===== config.mk =====
export PLATFORM = sky130hd
export DESIGN_NAME = call_return_unit
export DESIGN_NICKNAME = d
export VERILOG_FILES = /design/src/rtl/call_return_unit.sv
export SDC_FILE = /design/constraint.sdc
export NUM_CORES = 1
export LEC_CHECK = 0
export CAP_MARGIN = 20
export CORE_MARGIN = 8
export CORE_UTILIZATION = 42
export CTS_CLUSTER_SIZE = 16
export DETAILED_ROUTE_END_ITERATION = 6
export MAX_ROUTING_LAYER = met4
export PLACE_DENSITY = 0.92
export SKIP_CTS_REPAIR_TIMING = 1
export SLEW_MARGIN = 10
export SYNTH_ARGS = -nofsm -noshare
export SYNTH_HDL_FRONTEND = slang
export SYNTH_SLANG_ARGS = --single-unit

===== constraint.sdc =====
create_clock -name clk -period 3 [get_ports clk]
set_clock_uncertainty 0.05 [all_clocks]
set_input_delay 0.75 -clock clk [delete_from_list [all_inputs] [get_ports clk]]
set_output_delay 0.75 -clock clk [all_outputs]
set_load 0.01 [all_outputs]

===== src/rtl/call_return_unit.sv =====
// call_return_unit: sequences CALL (push return PC) and RET (pop return PC)
// against a downward-growing stack whose pointer block addresses a
// synchronous-read stack RAM. Optional overflow/underflow guard and depth
// counter are enabled by defining CRU_GUARD_EN.
module call_return_unit #(
    parameter int ADDR_WIDTH = 8,
    parameter int DATA_WIDTH = 8
) (
    input  logic                  clk,
    input  logic                  rst_n,
    input  logic                  call_valid,
    input  logic [DATA_WIDTH-1:0] call_pc,
    input  logic                  ret_valid,
    output logic                  ready,
    output logic                  done,
    output logic                  err,
    output logic [DATA_WIDTH-1:0] ret_pc,
    output logic [ADDR_WIDTH:0]   depth,
    output logic                  sp_push,
    output logic                  sp_pop,
    output logic                  ram_we,
    output logic [DATA_WIDTH-1:0] ram_wdata,
    input  logic [DATA_WIDTH-1:0] ram_rdata
);

    typedef enum logic [2:0] {
        IDLE,
        PUSH,
        POP,
        CAPT,
        FIN
    } state_t;

    state_t state;

`ifdef CRU_GUARD_EN
    localparam logic [ADDR_WIDTH:0] DEPTH_MAX = {1'b1, {ADDR_WIDTH{1'b0}}};

    logic [ADDR_WIDTH:0] depth_q;
    logic                err_q;
    logic                full;
    logic                empty;

    assign full  = (depth_q == DEPTH_MAX);
    assign empty = (depth_q == '0);
    assign depth = depth_q;
    assign err   = err_q;
`else
    assign depth = '0;
    assign err   = 1'b0;
`endif

    // Control FSM; every output is a register set on the transition into the
    // state that owns it, so strobes appear exactly one cycle after accept.
    always_ff @(posedge clk or negedge rst_n) begin
        if (!rst_n) begin
            state     <= IDLE;
            ready     <= 1'b1;
            done      <= 1'b0;
            ret_pc    <= '0;
            sp_push   <= 1'b0;
            sp_pop    <= 1'b0;
            ram_we    <= 1'b0;
            ram_wdata <= '0;
`ifdef CRU_GUARD_EN
            depth_q   <= '0;
            err_q     <= 1'b0;
`endif
        end else begin
            done    <= 1'b0;
            sp_push <= 1'b0;
            sp_pop  <= 1'b0;
            ram_we  <= 1'b0;
`ifdef CRU_GUARD_EN
            err_q   <= 1'b0;
`endif
            case (state)
                IDLE: begin
                    // CALL wins over a simultaneous RET; RET stays pending.
                    if (call_valid) begin
                        ready <= 1'b0;
`ifdef CRU_GUARD_EN
                        if (full) begin
                            state <= FIN;
                            done  <= 1'b1;
                            err_q <= 1'b1;
                        end else begin
                            state     <= PUSH;
                            sp_push   <= 1'b1;
                            ram_we    <= 1'b1;
                            ram_wdata <= call_pc;
                        end
`else
                        state     <= PUSH;
                        sp_push   <= 1'b1;
                        ram_we    <= 1'b1;
                        ram_wdata <= call_pc;
`endif
                    end else if (ret_valid) begin
                        ready <= 1'b0;
`ifdef CRU_GUARD_EN
                        if (empty) begin
                            state <= FIN;
                            done  <= 1'b1;
                            err_q <= 1'b1;
                        end else begin
                            state  <= POP;
                            sp_pop <= 1'b1;
                        end
`else
                        state  <= POP;
                        sp_pop <= 1'b1;
`endif
                    end
                end
                PUSH: begin
                    ram_wdata <= '0;
                    done      <= 1'b1;
                    state     <= FIN;
`ifdef CRU_GUARD_EN
                    depth_q   <= depth_q + 1'b1;
`endif
                end
                POP: begin
                    state <= CAPT;
`ifdef CRU_GUARD_EN
                    depth_q <= depth_q - 1'b1;
`endif
                end
                CAPT: begin
                    // RAM data for the pop address is valid in this cycle.
                    ret_pc <= ram_rdata;
                    done   <= 1'b1;
                    state  <= FIN;
                end
                FIN: begin
                    ready <= 1'b1;
                    state <= IDLE;
                end
                default: begin
                    ready <= 1'b1;
                    state <= IDLE;
                end
            endcase
        end
    end

endmodule


==> After elaboration in Yosys (flattened, before gate mapping) <==
Cells that the tools add are included.
{ "totals": {"ramBits": 0, "latchBits": 0, "register_bits": 23, "rom_bits": 0, "out_inout_bits": 31, "elab_cells": 33, "n_memories": 0} }
{ "op_classes": {"mul": 0, "div_mod_pow": 0, "n_addsub": 0, "magnitude_cmp": 0, "muxes": 14, "eq_ne": 5, "shift": 0, "bitwise_logic": 1, "reduce_logical": 6} }
{ "op_table": {"columns": ["cell", "n"], "rows": [
  ["$pmux W8 S2", 1],
  ["$pmux W3 S3", 1],
  ["$mux W1", 8],
  ["$mux W8", 1],
  ["$eq A3 B2 Y1 const B", 2],
  ["$mux W3", 2],
  ["$reduce_and A2 Y1", 2],
  ["$eq A3 B1 Y1 const B", 1],
  ["$logic_not A3 Y1", 1],
  ["$ne A3 B3 Y1 const B", 1],
  ["$reduce_or A3 Y1", 1],
  ["$ne A2 B2 Y1 const B", 1],
  ["$pmux W1 S2", 1],
  ["$reduce_bool A2 Y1", 1],
  ["$reduce_or A2 Y1", 1],
  ["$not A1 Y1", 1]
]} }

==> Logic depth before layout (Yosys ltp) <==
{ "logic_depth": {"word_depth": 4, "depth_mapped": 5, "ltp_nobuf": 3} }

==> Least setup slack after synthesis <==
Ideal clock, no wire load.
{ "synth_path": {"path_type": "input -> register", "start": "in call_valid", "end": "reg ram_wdata[0]", "path_buffers": 0, "required_ns": 2.867, "setup_ns": 0.083, "cell_stages": 3, "arrival_ns": 1.210, "slack_ns": 1.658, "cell_sequence": "nor3b_4 -> nand2_1 -> o21ai_0"} }
{ "synth_via": {"elab_chain_cells": 2} }
{ "synth_rtl": {"columns": ["element", "line_no", "rtl"], "rows": [
  ["from (decl)", "11", "input logic call_valid,"],
  ["$ne A2 B2 Y1 (no source line)", null, null],
  ["$reduce_and A2 Y1 (no source line)", null, null],
  ["to (signal assigned)", "97", "ram_wdata <= call_pc;"],
  ["to (decl)", "22", "output logic [DATA_WIDTH-1:0] ram_wdata,"]
]} }
No other way between the ends.
A chain may end at the register's enable or synchronous reset.

==> Final worst setup path <==
{ "layout_path": {"start": "reg ready", "end": "out ready"} }
{ "layout_lines": {"columns": ["element", "line_no", "rtl"], "rows": [
  ["from (decl)", "14", "output logic ready,"],
  ["from (signal assigned)", "58", "ready <= 1'b1;"],
  ["from (signal assigned)", "81", "ready <= 1'b0;"],
  ["from (signal assigned)", "100", "ready <= 1'b0;"]
]} }
No word-level cell between the ends.

==> out/metrics.cfg <==
[logic_synthesis]
synthesis.area_um2 = 1040
synth_top_area_frac = 0.530
ys_warn_count = 0
synth_edf_count = 0
netlist_instances = 87
async_flop_share = 1.00
synth_ff_type = dfrtp_1
synth_top_area_cell = dfrtp_1
ys_seq_area_frac = 0.555
synthTopCellsByCount = 22 x dfrtp_1, 16 x o21ai_0, 12 x buf_4
synthTopCellsByArea = dfrtp_1 53%, mux2_4 12%, buf_4 8.7%
synth.avg_cell_area_um2 = 11.9
synthDistinctLibCells = 24
ys_ff_latch = 23
yosysMostFrequentCell = dfrtp_1

[drt]
avgViaCountPerCell = 4.63
num_vias = 722
ant_nets = 0
wl_per_cell_um = 15.4
drt_iter0_drc = 20
wl_um = 2410
drtPass1Iterations = 4
drc_errors = 0

[placed_design]
gp_congestion = 0.733
portBuffers = 40
dp_hpwl_um = 1830

[clock_tree]
clock_sinks = 23
cts_root_buf = clkbuf_4
path_clk_slew_ns = 0.12
clk_path_buf_depth = 2
tritoncts = built
numCtsBuffers = 3
htreeDepth = 1
insertion_delay_ns = 0.30

[power_and_ir_drop]
p_seq_frac = 0.424
swShare = 0.346
pwr_density_cell_nw_per_um2 = 980
p_sw_uw = 487
p_clk_frac = 0.100
intPower_uw = 919
power_frac_comb = 0.476
vdd_ir_drop_max_v = 0.000588
p_leak_nw = 0.652

[floorplan]
core.rowCount = 18
die_y_um = 65.7
dieArea_um2 = 4320
ios = 51
coreArea_um2 = 2410
start_util = 0.431
die_w_um = 65.7

[finish]
area_delta_synth_final_pct = 38.2
final_nets = 147
final_util = 0.596
drive_gt1_frac = 0.135
num_antenna_cells = 0
fillCellCount = 199

[job]
max_cap_viol_count = 0

[global_route]
grt_max_degree = 24
grt_pass1_wl_um = 3730
grt_pass1_vias = 763
overflow = 0
antenna_found_initial = 0
grt_usage = 0.113

[worst_setup_path]
reg2reg_slack_ns = 1.49
crit_type = reg2out
cp_slowest_cell = dfstp_2
crit_path_end_kind = output pin
crit_family = flip-flops
r2r-start = state[0]
worstPathRequired_ns = 2.20
crit_buf_inv = 1
rr_endpoint = ret_pc[6]
worst_setup_path_start_kind = flip-flop
slowest_delay_ns = 0.56
cp.arrival_ns = 1.41
r2r_cells = 3
cp_max_fo = 2
crit_chain = clkdlybuf4s50_1

[timing]
drv_slew = 0
grt_setup_unrepaired = no
finalSetupViolations = 0
hold_viol_final = 0
fin_crit_ns = 2.21
post-route-period-util = 0.735
setup-tns-final_ns = 0
fmax_mhz = 453

[worst_hold_path]
holdPathEnd = ram_wdata[0]
min_delay_path_depth = 2
hp-start = ram_wdata[0]
hold_path.class = reg2reg

[status]
status = completed

-- sequential cells by signal, indices dropped and copies added, names as in the netlist --
register	count
ram_we	1
done	1
sp_pop	1
ret_pc	8
ram_wdata	8
ready	1
state	3
-- worst max path at each step --
stage          cells past startpoint  slack (ns)      endpoint        from
6_report                           1        0.79         ready       ready
5_1_grt                            1        0.74         ready       ready
4_1_cts                            1        0.79         ready       ready
3_5_place_dp                       4        0.95  ram_wdata[7]  call_valid
3_3_place_gp                       4        1.01  ram_wdata[2]  call_valid
2_1_floorplan                      3        1.66  ram_wdata[0]  call_valid
-- stage by stage --
stage	cell area [µm²]	total power, mW	instances	hold slack, ns	setup slack, ns
global placement	1410	1.24	152	0.438	1.01
detailed placement	1410	1.28	152	0.445	0.947
floorplan	1070	0.947	96	0.404	1.66
CTS	1440	1.42	156	0.477	0.790
finish	1440	1.41	156	0.472	0.795
global route	1440	1.50	156	0.491	0.738
-- layout make-up --
class                      instances  area (µm²)  area share
clock inverter                     1        5.00     0.00349
multi-input combinational         57         382       0.266
inverter                           1        3.75     0.00262
timing repair buffer              41         408       0.284
sequential                        23         577       0.402
clock buffer                       3        22.5      0.0157
tap                               30        37.5      0.0262
-- placed cells by master (no fill, tap or decap), types with 3 or more instances in the layout --
master / instances
clkbuf_4: 3
clkdlybuf4s50_1: 40
conb_1: 10
dfrtp_1: 22
mux2_4: 8
nand2_1: 8
nor2_1: 3
o21ai_0: 16
-- logic make-up after synthesis --
| kind of cell | synth area share |
|---|---|
| other | 0.00361 |
| multiplexers | 0.116 |
| buffers and inverters | 0.110 |
| AND/OR/NAND/NOR | 0.119 |
| flip-flops | 0.555 |
| AO/OA/AOI/OAI | 0.0964 |
-- power by group through the flow --
stage | sequential, mW | clock, mW | combinational (mW)
finish | 0.596 | 0.141 | 0.669
CTS | 0.597 | 0.144 | 0.681
detailed placement | 0.603 | 0 | 0.676
floorplan | 0.605 | 0 | 0.342
global route | 0.621 | 0.161 | 0.720
global placement | 0.590 | 0 | 0.653
-- layer usage --
metal	global-route usage	wire length (µm)	up-vias
li1	-	-	349
met4	0.0490	23	0
met1	0.130	988	348
met3	0.0119	94	4
met5	-	0	-
met2	0.194	1300	21
Note: power is estimated with default switching activity, not from simulation.
